--- src/rtl/lbf_pkg.sv ---
// Shared definitions for the byte-load fetch path: FSM states, byte-lane
// indices and the legal timeout window.
package lbf_pkg;

  typedef enum logic [1:0] {
    ST_IDLE = 2'd0,
    ST_REQ  = 2'd1,
    ST_OUT  = 2'd2,
    ST_ERR  = 2'd3
  } state_t;

  // Physical lane numbers inside a 32-bit word; lane 0 is bits [7:0].
  localparam logic [1:0] LANE_B0 = 2'd0;
  localparam logic [1:0] LANE_B1 = 2'd1;
  localparam logic [1:0] LANE_B2 = 2'd2;
  localparam logic [1:0] LANE_B3 = 2'd3;

  localparam int unsigned CNT_W       = 8;
  localparam int unsigned TIMEOUT_MIN = 2;
  localparam int unsigned TIMEOUT_MAX = 255;

  function automatic bit timeout_legal(input int unsigned timeout);
    return (timeout >= TIMEOUT_MIN) && (timeout <= TIMEOUT_MAX);
  endfunction

  // Big-endian numbering mirrors the lane index (3 - sel).
  function automatic logic [1:0] lane_index(input logic big_endian,
                                            input logic [1:0] sel);
    return big_endian ? ~sel : sel;
  endfunction

endpackage

--- src/rtl/byte_lane_mux.sv ---
// Combinational 32->8 byte-lane select; shared by the load and store paths.
module byte_lane_mux
  import lbf_pkg::*;
(
  input  logic        big_endian,
  input  logic [1:0]  sel,
  input  logic [31:0] word,
  output logic [7:0]  byte_sel
);

  logic [1:0] lane;

  always_comb begin
    lane = lane_index(big_endian, sel);
    // NOTE: every combinational output gets a default first so no path can infer a latch.
    byte_sel = word[7:0];
    case (lane)
      LANE_B0: byte_sel = word[7:0];
      LANE_B1: byte_sel = word[15:8];
      LANE_B2: byte_sel = word[23:16];
      LANE_B3: byte_sel = word[31:24];
      default: byte_sel = word[7:0];
    endcase
  end

endmodule

--- src/rtl/load_byte_fetch.sv ---
// Byte-load feeder: fetches the containing word over req/ack, selects the
// addressed lane and strobes it to the sign extender; aborts on timeout.
module load_byte_fetch
  import lbf_pkg::*;
#(
  parameter int unsigned TIMEOUT    = 16,
  parameter bit          BIG_ENDIAN = 1'b0
) (
  input  logic        clk,
  input  logic        rst_n,
  input  logic        start,
  input  logic [31:0] addr,
  output logic        mem_req,
  output logic [31:0] mem_addr,
  input  logic        mem_ack,
  input  logic [31:0] mem_rdata,
  output logic [7:0]  byte_out,
  output logic        byte_valid,
  output logic        busy,
  output logic        err
);

  if (!timeout_legal(TIMEOUT)) begin : g_timeout_check
    $error("load_byte_fetch: TIMEOUT must lie in 2..255");
  end

  localparam logic [CNT_W-1:0] CNT_LAST = CNT_W'(TIMEOUT - 1);

  state_t           state;
  logic [31:0]      addr_q;
  logic [CNT_W-1:0] cnt;
  logic [7:0]       lane_byte;

  byte_lane_mux u_lane_mux (
    .big_endian (BIG_ENDIAN),
    .sel        (addr_q[1:0]),
    .word       (mem_rdata),
    .byte_sel   (lane_byte)
  );

  // NOTE: sequential state uses non-blocking assignments so every register samples pre-edge values.
  always_ff @(posedge clk or negedge rst_n) begin
    if (!rst_n) begin
      state    <= ST_IDLE;
      addr_q   <= '0;
      cnt      <= '0;
      byte_out <= '0;
    end else begin
      case (state)
        ST_IDLE: begin
          if (start) begin
            addr_q <= addr;
            cnt    <= '0;
            state  <= ST_REQ;
          end
        end
        ST_REQ: begin
          // An ack on the final allowed cycle still wins over the timeout.
          if (mem_ack) begin
            byte_out <= lane_byte;
            state    <= ST_OUT;
          end else if (cnt == CNT_LAST) begin
            state <= ST_ERR;
          end else if (cnt != '1) begin
            cnt <= cnt + 1'b1;
          end
        end
        ST_OUT:  state <= ST_IDLE;
        ST_ERR:  state <= ST_IDLE;
        default: state <= ST_IDLE;
      endcase
    end
  end

  // Handshake and strobes decode straight from the state register.
  assign mem_req    = (state == ST_REQ);
  assign byte_valid = (state == ST_OUT);
  assign err        = (state == ST_ERR);
  assign busy       = (state != ST_IDLE);
  assign mem_addr   = {addr_q[31:2], 2'b00};

endmodule

--- config.mk ---
export PLATFORM = sky130hd
export DESIGN_NAME = load_byte_fetch
export DESIGN_NICKNAME = d
export VERILOG_FILES = /design/src/rtl/lbf_pkg.sv /design/src/rtl/byte_lane_mux.sv /design/src/rtl/load_byte_fetch.sv
export SDC_FILE = /design/constraint.sdc
export NUM_CORES = 1
export LEC_CHECK = 0
export BUFFER_PORTS_ARGS = -buffer_cell sky130_fd_sc_hd__buf_2
export CELL_PAD_IN_SITES_DETAIL_PLACEMENT = 1
export CELL_PAD_IN_SITES_GLOBAL_PLACEMENT = 1
export CORE_ASPECT_RATIO = 0.75
export CORE_MARGIN = 2
export CORE_UTILIZATION = 36
export DETAILED_ROUTE_END_ITERATION = 12
export PLACE_DENSITY_LB_ADDON = 0.1
export SLEW_MARGIN = 20
export SYNTH_ARGS = -nofsm -noshare
export SYNTH_HDL_FRONTEND = slang
export SYNTH_SLANG_ARGS = --single-unit
--- constraint.sdc ---
create_clock -name clk -period 2.1 [get_ports clk]
set_clock_uncertainty 0.2 [all_clocks]
set_input_delay 0.105 -clock clk [delete_from_list [all_inputs] [get_ports clk]]
set_output_delay 0.105 -clock clk [all_outputs]
set_load 0.02 [all_outputs]
==> results.json, run 1 <==
{
  "cts_made_buffers": 5,
  "syn_inst": 189,
  "stdcell_count": 389,
  "worst-path-max-fanout": 9,
  "synth_edf_count": 0,
  "grt.busiest_layer": "met2",
  "synth_top_area_share_pct": 49.75,
  "cts_tree": "built",
  "drc_errors": 0,
  "leakagePower_nw": 1.603,
  "wl_per_cell_um": 15.39,
  "gp_congestion": 0.7299,
  "critPathArrivalTime_ns": 1.82,
  "die-area_mm2": 0.007677,
  "synth_area_leaders": "dfrtp_1 50%, mux2_1 14%, buf_4 10%, mux4_2 7.2%, mux2_2 3.6%",
  "use_met3_pct": 3.670,
  "drtAntennaViolNets": 0,
  "yosys_warnings": 0,
  "synthArstFlopShare_pct": 100.0,
  "grt_setup_unrepaired": "false",
  "synth_area_mm2": 0.002515,
  "grtUsageTotal_pct": 15.94,
  "fp-row-count": 26,
  "viasPerCell": 4.820,
  "dp_hpwl_mm": 4.217,
  "area_delta_synth_final_pct": 35.27,
  "cp.depth": 2,
  "start_util_pct": 36.99,
  "hold_ws_ns": 0.03898,
  "grt_util_met2_pct": 26.85,
  "grt_pass1_wl_mm": 9.570,
  "crit_slowest_cell": "dfrtp_1",
  "grt_max_degree": 51,
  "antenna_found_initial": 0,
  "grtUsageMet1_pct": 20.86,
  "total_power_mw": 3.987,
  "ys_seq_elements": 50,
  "maxCapViolCount": 0,
  "startpoint_type": "flop",
  "core_area_mm2": 0.006799,
  "cp_cell_sequence": "mux4_2 > mux2_2",
  "final_layout_size_suffix_gt1_share_pct": 46.23,
  "wirelength_mm": 5.986,
  "final-setup-viol-count": 0,
  "status": "finished clean",
  "final_nets": 373,
  "fmax_ghz": 0.5473,
  "crit_type": "flop to flop",
  "yosysTopAreaCell": "dfrtp_1",
  "slew_headroom_pct": 57.37,
  "clock_sinks": 50,
  "rr_worst_depth": 2,
  "ctsResizeCount": 0,
  "synth.most_common_cell": "dfrtp_1",
  "powerDensity_mw_per_mm2": 1172,
  "synth.distinct_cells": 39,
  "io_pins": 112,
  "hold_depth": 3,
  "hold_viol": 0,
  "clk_latency_ns": 0.30,
  "vias": 1875,
  "antenna_cells": 0,
  "hold_path_class": "input pin to flop",
  "utilization_pct": 50.04,
  "fin_setup_tns_ns": 0,
  "critPathCaptureType": "flop",
  "path_clk_slew_ns": 0.10,
  "synth_common_cells": "50 x dfrtp_1, 35 x buf_4, 32 x mux2_1",
  "syn_area_per_cell_um2": 13.31,
  "synthFlopType": "dfrtp_1",
  "period_needed_ns": 1.827,
  "tightest_slew_ns": 0.6395,
  "first_iter_violations": 47,
  "cts_root_buf": "clkbuf_8",
  "fp.dieW_um": 100.5,
  "grt_pass1_vias": 1970,
  "cp_slowest_stage_delay_ns": 0.67,
  "grt.overflow.total": 0,
  "cts-htree-levels": 2,
  "die_h_um": 76.39,
  "seq_area_frac_synth_pct": 49.75,
  "drv_slew": 0,
  "dp_cells": 346,
  "clockBufferDepth": 2,
  "ir_drop_mv": 0.5244,
  "min_period_over_period_pct": 87.00,
  "cp_num_buf_inv": 0,
  "crit_family": "multiplexers",
  "port_buffers": 109,
  "first_pass_iters": 3,
  "cp.required_ns": 2.09
}
[tightest hold or removal path: stages]
cell    delay, ns
buf_2        0.07
mux4_2       0.21
mux2_2       0.13
[power by group]
| group | internal (mW) | switching (mW) |
|---|---|---|
| logic | 0.722 | 0.871 |
| clock network | 0.477 | 0.336 |
| registers | 1.33 | 0.247 |
[flip-flops by register name, indices dropped and copies added, names as in the netlist]
register	cells
state	2
byte_out	8
addr_q	32
cnt	8
[per-layer routing]
metal | wire, µm | share of wire [%]
met5 | 0 | 0
met4 | 44 | 0.74
met3 | 340 | 5.7
met2 | 2915 | 49
met1 | 2685 | 45
[worst paths after layout]
kind	from	endpoint	slack, ns
max in group asynchronous	rst_n	cnt[1]	1.04
min in group asynchronous	rst_n	addr_q[20]	0.23
hold reg to reg	addr_q[15]	addr_q[15]	0.29
setup / recovery	addr_q[0]	byte_out[6]	0.27
setup reg to reg	addr_q[0]	byte_out[6]	0.27
hold / removal	mem_rdata[1]	byte_out[1]	0.04
[what timing repair did]
action                    CTS  global route
buffers inserted            0             0
hold endpoints to repair   84             0
hold buffers               35             0
[logic make-up (layout without fill, tap and decap cells)]
kind of cell    Yosys count  count (layout)  share of synthesized area (%)
mux                      50              50                          25.87
flops                    50              50                          49.75
buf+inv                  44             159                          12.19
simple gates             27              27                          7.165
compound gates           16              16                          4.378
fa+ha+maj                 1               1                         0.4974
other cells               1               2                         0.1491
[layout make-up]
class / count / area (µm²)
clock buffer: 5 / 68.82
clock inverter: 3 / 68.82
fill: 727 / 3397
inverter: 5 / 18.77
multi-input combinational: 96 / 965.9
sequential: 50 / 1251
tap: 84 / 105.1
timing repair buffer: 146 / 923.4
[through the flow]
stage	instance area, µm²	setup WS (ns)
after detailed placement	2914	0.2433
after floorplan	2519	0.3599
after global placement	2914	0.3022
after CTS	3402	0.2236
after global routing	3402	0.1350
final	3402	0.2730
[cell usage in the layout, fill, tap and decap left out, drive strengths merged, types with 2 or more instances in the layout]
| cell type | instances |
|---|---|
| mux2 | 40 |
| dfrtp | 50 |
| conb | 2 |
| nand2 | 5 |
| bufinv | 2 |
| mux2i | 2 |
| buf | 111 |
| dlygate4sd3 | 35 |
| o21a | 2 |
| a31oi | 5 |
| inv | 5 |
| mux4 | 8 |
| nor4 | 2 |
| a21oi | 2 |
| nor2 | 3 |
| and4 | 3 |
| o21ai | 5 |
| nand2b | 4 |
| clkbuf | 5 |
(Power assumes the default switching activity.)
==> run 2: changes to the inputs <==
--- a/config.mk
+++ b/config.mk
@@ -13,6 +13,7 @@
 export CORE_UTILIZATION = 36
 export DETAILED_ROUTE_END_ITERATION = 12
 export PLACE_DENSITY_LB_ADDON = 0.1
+export RECOVER_POWER = 100
 export SLEW_MARGIN = 20
 export SYNTH_ARGS = -nofsm -noshare
 export SYNTH_HDL_FRONTEND = slang
==> run 2 against run 1 <==
Register-to-register slack worse by 0.08 ns. Clock power rose by 0.5%. Utilization down 1.0 points. Global-route usage stayed put. Worst setup slack worse by 0.078 ns. Largest cell class unchanged.
==> results.json, run 2 (synthesis gave the netlist of run 1 again) <==
{
  "grtUsageTotal_pct": 15.94,
  "fillCellCount": 748,
  "wl_met2_mm": 2.911,
  "crit_end": "cnt[5]",
  "period_needed_ns": 1.905,
  "drtAntennaViolNets": 0,
  "first_pass_iters": 4,
  "clk_latency_ns": 0.30,
  "hold_viol": 0,
  "wirelength_mm": 6.048,
  "crit_type": "flop to flop",
  "gp_congestion": 0.7299,
  "drv_slew": 0,
  "timing.rr.start": "cnt[4]",
  "fp-row-count": 26,
  "final_nets": 373,
  "antenna_cells": 0,
  "cts-htree-levels": 2,
  "multiInputGateArea_um2": 962.2,
  "cts_root_buf": "clkbuf_8",
  "slew_headroom_pct": 16.87,
  "die_h_um": 76.39,
  "wl_met3_um": 315,
  "final-setup-viol-count": 0,
  "io_pins": 112,
  "topRoutingLayerUsed": "met4",
  "rr_worst_depth": 4,
  "critPathArrivalTime_ns": 1.92,
  "startpoint_type": "flop",
  "tightest_slew_ns": 1.247,
  "ctsResizeCount": 0,
  "largest_register_ffs": 32,
  "worst-path-max-fanout": 8,
  "path_clk_slew_ns": 0.10,
  "cp.depth": 4,
  "top_regs": "addr_q (32), byte_out (8), cnt (8)",
  "cp_num_buf_inv": 0,
  "grt_setup_unrepaired": "false",
  "drc_errors": 0,
  "min_period_over_period_pct": 90.71,
  "core_area_mm2": 0.006799,
  "cp_cell_sequence": "nor4_4 > o21ai_0 > o21a_4 > a31oi_1",
  "dp_hpwl_mm": 4.217,
  "status": "finished clean",
  "port_buffers": 109,
  "met1_length_mm": 2.777,
  "regMostFlops": "addr_q",
  "fmax_ghz": 0.5250,
  "hold_depth": 3,
  "area_delta_synth_final_pct": 32.54,
  "fin_setup_tns_ns": 0,
  "crit_start": "cnt[4]",
  "post-cts-setup-buffers": 0,
  "crit_family": "compound AO/OA/AOI/OAI gates",
  "first_iter_violations": 45,
  "final_layout_size_suffix_gt1_share_pct": 32.46,
  "clockBufferDepth": 2,
  "antenna_found_initial": 0,
  "ir_drop_mv": 0.5108,
  "critPathCaptureType": "flop",
  "grt_max_degree": 51,
  "cts_tree": "built",
  "reg2reg_to": "cnt[5]",
  "grt_pass1_vias": 1970,
  "crit_slowest_cell": "dfrtp_1",
  "vias": 1876,
  "maxCapViolCount": 0,
  "powerDensity_mw_per_mm2": 1170,
  "grt_pass1_wl_mm": 9.570,
  "hold_path_class": "input pin to flop",
  "cp_slowest_stage_delay_ns": 0.49,
  "fp.dieW_um": 100.5,
  "start_util_pct": 36.99,
  "wl_per_cell_um": 15.55,
  "die-area_mm2": 0.007677,
  "layout_commonest_cell": "buf_2",
  "clock_sinks": 50,
  "grt.overflow.total": 0,
  "postCtsHoldBufs": 35,
  "stdcell_count": 389,
  "viasPerCell": 4.823,
  "total_power_mw": 3.902,
  "cts_made_buffers": 5,
  "leakagePower_nw": 1.486,
  "r2r_setup_slack_ns": 0.20,
  "cp.required_ns": 2.12,
  "seq_area_mm2": 0.001251,
  "dp_cells": 346,
  "layout_common_cells": "69 x buf_2, 50 x dfrtp_1, 40 x clkbuf_1"
}
run 2: changes by cell type in the layout (fill, tap and decap cells not counted), sizes merged:
cell,change
buf,-41
clkbuf,+41
run 2: metrics by stage:
stage / hold slack, ns / area (µm²) / setup slack [ns] / util (%)
floorplan: -0.3906 / 2519 / 0.3599 / -
global placement: 0.06991 / 2914 / 0.3022 / 42.86
detailed placement: 0.06797 / 2914 / 0.2433 / 42.86
CTS: 0.02819 / 3402 / 0.2236 / 50.04
global route: 0.03854 / 3333 / 0.07666 / 49.02
finish: 0.03781 / 3333 / 0.1951 / 49.02
run 2: where the power goes:
part | total [mW] | leakage, nW | internal, mW | switching, mW
combinational | 1.49 | 0.815 | 0.619 | 0.871
sequential | 1.59 | 0.603 | 1.33 | 0.261
clock | 0.817 | 0.0683 | 0.477 | 0.339
total | 3.90 | 1.49 | 2.43 | 1.47
run 2: how the worst min path moves through the flow:
stage | start | endpoint | slack [ns]
after floorplan | rst_n | addr_q[0] | -0.39
after detailed placement | rst_n | addr_q[20] | 0.07
after CTS | mem_rdata[1] | byte_out[1] | 0.03
final | mem_rdata[1] | byte_out[1] | 0.04
after global routing | mem_rdata[4] | byte_out[4] | 0.04
after global placement | rst_n | addr_q[20] | 0.07
run 2: worst reg2reg max path, delay by kind of cell (launching register included):
| family | cells | cell delay [ns] |
|---|---|---|
| AO/OA/AOI/OAI | 3 | 0.77 |
| flip-flops | 1 | 0.49 |
| AND/OR/NAND/NOR | 1 | 0.37 |
run 2: area by class of cell:
cell class,count,area share [%]
clock buffers,5,2.065
well taps,84,3.153
inverters,5,0.5631
multi-input cells,96,28.87
repair buffers,146,25.75
clock inverters,3,2.065
flip-flops and latches,50,37.54
run 2: layer usage:
metal / global-route usage [%] / up-vias
met5: 0 / -
met4: 3.699 / 0
met3: 3.670 / 5
met2: 26.85 / 62
met1: 20.86 / 943
li1: - / 866
==> run 3: changes to the inputs <==
--- a/config.mk
+++ b/config.mk
@@ -5,15 +5,16 @@
 export SDC_FILE = /design/constraint.sdc
 export NUM_CORES = 1
 export LEC_CHECK = 0
-export BUFFER_PORTS_ARGS = -buffer_cell sky130_fd_sc_hd__buf_2
 export CELL_PAD_IN_SITES_DETAIL_PLACEMENT = 1
 export CELL_PAD_IN_SITES_GLOBAL_PLACEMENT = 1
 export CORE_ASPECT_RATIO = 0.75
 export CORE_MARGIN = 2
-export CORE_UTILIZATION = 36
+export CORE_UTILIZATION = 48
 export DETAILED_ROUTE_END_ITERATION = 12
+export DONT_BUFFER_PORTS = 1
 export PLACE_DENSITY_LB_ADDON = 0.1
 export RECOVER_POWER = 100
+export REMOVE_ABC_BUFFERS = 1
 export SLEW_MARGIN = 20
 export SYNTH_ARGS = -nofsm -noshare
 export SYNTH_HDL_FRONTEND = slang
==> constraint.sdc (replaced) <==
create_clock -name clk -period 1.8 [get_ports clk]
set_clock_uncertainty 0.2 [all_clocks]
set_input_delay 0.09 -clock clk [delete_from_list [all_inputs] [get_ports clk]]
set_output_delay 0.09 -clock clk [all_outputs]
set_load 0.02 [all_outputs]
==> run 3 against run 2 <==
Worst setup slack got worse by 0.097 ns. First-iteration DRC count grew 33%. Final area is 5.1% lower. Count of clock-buffer cells in the layout unchanged. Sequential power is 53% higher. Cell count down 21%. Utilization up 14 points. Critical path type unchanged. Largest power group unchanged.
==> results.json, run 3 (synthesis gave the netlist of run 1 again) <==
{
  "cp.required_ns": 1.82,
  "drtAntennaViolNets": 0,
  "slew_headroom_pct": 26.03,
  "final-setup-viol-count": 0,
  "fillCellCount": 456,
  "die-area_mm2": 0.005840,
  "clk_latency_ns": 0.30,
  "grt_pass1_vias": 1970,
  "p_seq_share_pct": 58.2,
  "first_iter_violations": 60,
  "io_pins": 112,
  "top_regs": "addr_q (32), byte_out (8), cnt (8)",
  "maxCapViolCount": 0,
  "p_switching_mw": 1.705,
  "period_needed_ns": 1.702,
  "port_buffers": 0,
  "dp_hpwl_mm": 3.543,
  "utilization_pct": 63.49,
  "drc_errors": 0,
  "powerDensity_mw_per_mm2": 1318,
  "critPathCaptureType": "flop",
  "swShare_pct": 40.89,
  "path_clk_slew_ns": 0.10,
  "die_h_um": 66.69,
  "critPathArrivalTime_ns": 1.72,
  "grt_max_degree": 51,
  "regMostFlops": "addr_q",
  "clockBufferDepth": 2,
  "final_layout_size_suffix_gt1_share_pct": 17.45,
  "grt_setup_unrepaired": "false",
  "cts_tree": "built",
  "grt_pass1_wl_mm": 10.65,
  "layout_commonest_cell": "dlygate4sd3_1",
  "fp.dieW_um": 87.58,
  "grt.overflow.total": 0,
  "min_period_over_period_pct": 94.56,
  "status": "finished clean",
  "crit_type": "flop to flop",
  "hold_path_class": "input pin to flop",
  "fmax_ghz": 0.5875,
  "fp-row-count": 22,
  "wl_per_cell_um": 21.60,
  "drv_slew": 0,
  "vias": 1616,
  "power_frac_comb_pct": 26.2,
  "total_power_mw": 4.168,
  "p_int_mw": 2.464,
  "antenna_found_initial": 1,
  "setup_ws_ns": 0.09792,
  "core_area_mm2": 0.004982,
  "leakagePower_nw": 1.314,
  "cts_root_buf": "clkbuf_8",
  "tightest_slew_ns": 1.110,
  "cts-htree-levels": 2,
  "wirelength_mm": 6.653,
  "hold_viol": 0,
  "final_nets": 303,
  "clock_sinks": 50,
  "worst-path-max-fanout": 7,
  "startpoint_type": "flop",
  "place_ws_ns": -0.03871,
  "grtUsageTotal_pct": 24.93,
  "area_delta_synth_final_pct": 25.77,
  "cts_made_buffers": 5,
  "start_util_pct": 50.48,
  "first_pass_iters": 4,
  "gp_congestion": 0.8372,
  "clkPwrFrac_pct": 15.6,
  "largest_register_ffs": 32,
  "fin_setup_tns_ns": 0,
  "viasPerCell": 5.247,
  "ir_drop_mv": 0.5920,
  "layout_common_cells": "67 x dlygate4sd3_1, 49 x dfrtp_1, 32 x mux2_1"
}
-- run 3: changes by cell type in the layout (fill, tap and decap cells not counted), sizes merged --
cell         before  now
clkbuf           46    6
buf              70    8
clkinv            1    2
bufinv            2    0
dlygate4sd3      35   67
diode             0    1
inv               5    6
-- run 3: through the flow --
stage	instance area [µm²]	cells	hold slack, ns
finish	3163	308	0.09694
global route	3161	307	0.09905
CTS	3173	306	0.08118
detailed placement	2386	230	-0.4047
global placement	2386	230	-0.4047
floorplan	2231	151	-0.4056
-- run 3: area by class of cell --
type,instances,area (µm²),share of cell area [%]
Antenna cell,1,2.502,0.07911
Clock buffer,5,68.82,2.176
Clock inverter,3,18.77,0.5934
Inverter,5,18.77,0.5934
Multi-Input combinational cell,96,965.9,30.54
Sequential cell,50,1252,39.60
Tap cell,72,90.09,2.848
Timing Repair Buffer,76,745.7,23.58
-- run 3: what timing repair did --
action / 4_1_cts / 5_1_grt
pin swaps: 0 / 1
gates resized for setup: 1 / 1
endpoints found under the hold margin: 99 / 0
buffers inserted: 0 / 1
setup endpoints to repair: 8 / 3
hold buffers: 68 / 0
-- run 3: routing by layer --
metal | part of all wire (%) | global-route usage [%] | vias up
met2 | 52 | 44.60 | 64
met3 | 6.7 | 7.931 | 7
met4 | 0.77 | 5.769 | 0
met5 | 0 | 0 | -
li1 | - | - | 725
met1 | 41 | 29.22 | 820
-- run 3: critical path: stages, from the launching register on --
cell	delay, ns
dfrtp_1	0.48
nor4_4	0.38
o21ai_2	0.17
o21a_4	0.25
a31oi_1	0.16
-- run 3: power groups by stage --
| stage | clock network (mW) | logic, mW | registers, mW |
|---|---|---|---|
| 6_report | 0.651 | 1.09 | 2.43 |
| 5_1_grt | 0.716 | 1.19 | 2.49 |
| 4_1_cts | 0.669 | 1.05 | 2.41 |
| 3_5_place_dp | 0 | 0.900 | 2.43 |
| 3_3_place_gp | 0 | 0.835 | 2.41 |
| 2_1_floorplan | 0 | 0.691 | 2.30 |
-- run 3: final timing paths --
kind	end	from	slack, ns	cells past startpoint
max	cnt[5]	cnt[5]	0.1	4
max reg2reg	cnt[5]	cnt[5]	0.1	4
min reg2reg	cnt[0]	cnt[0]	0.35	1
min	addr_q[21]	start	0.1	4
min in group asynchronous	addr_q[28]	rst_n	0.35	2
max in group asynchronous	addr_q[0]	rst_n	0.30	2
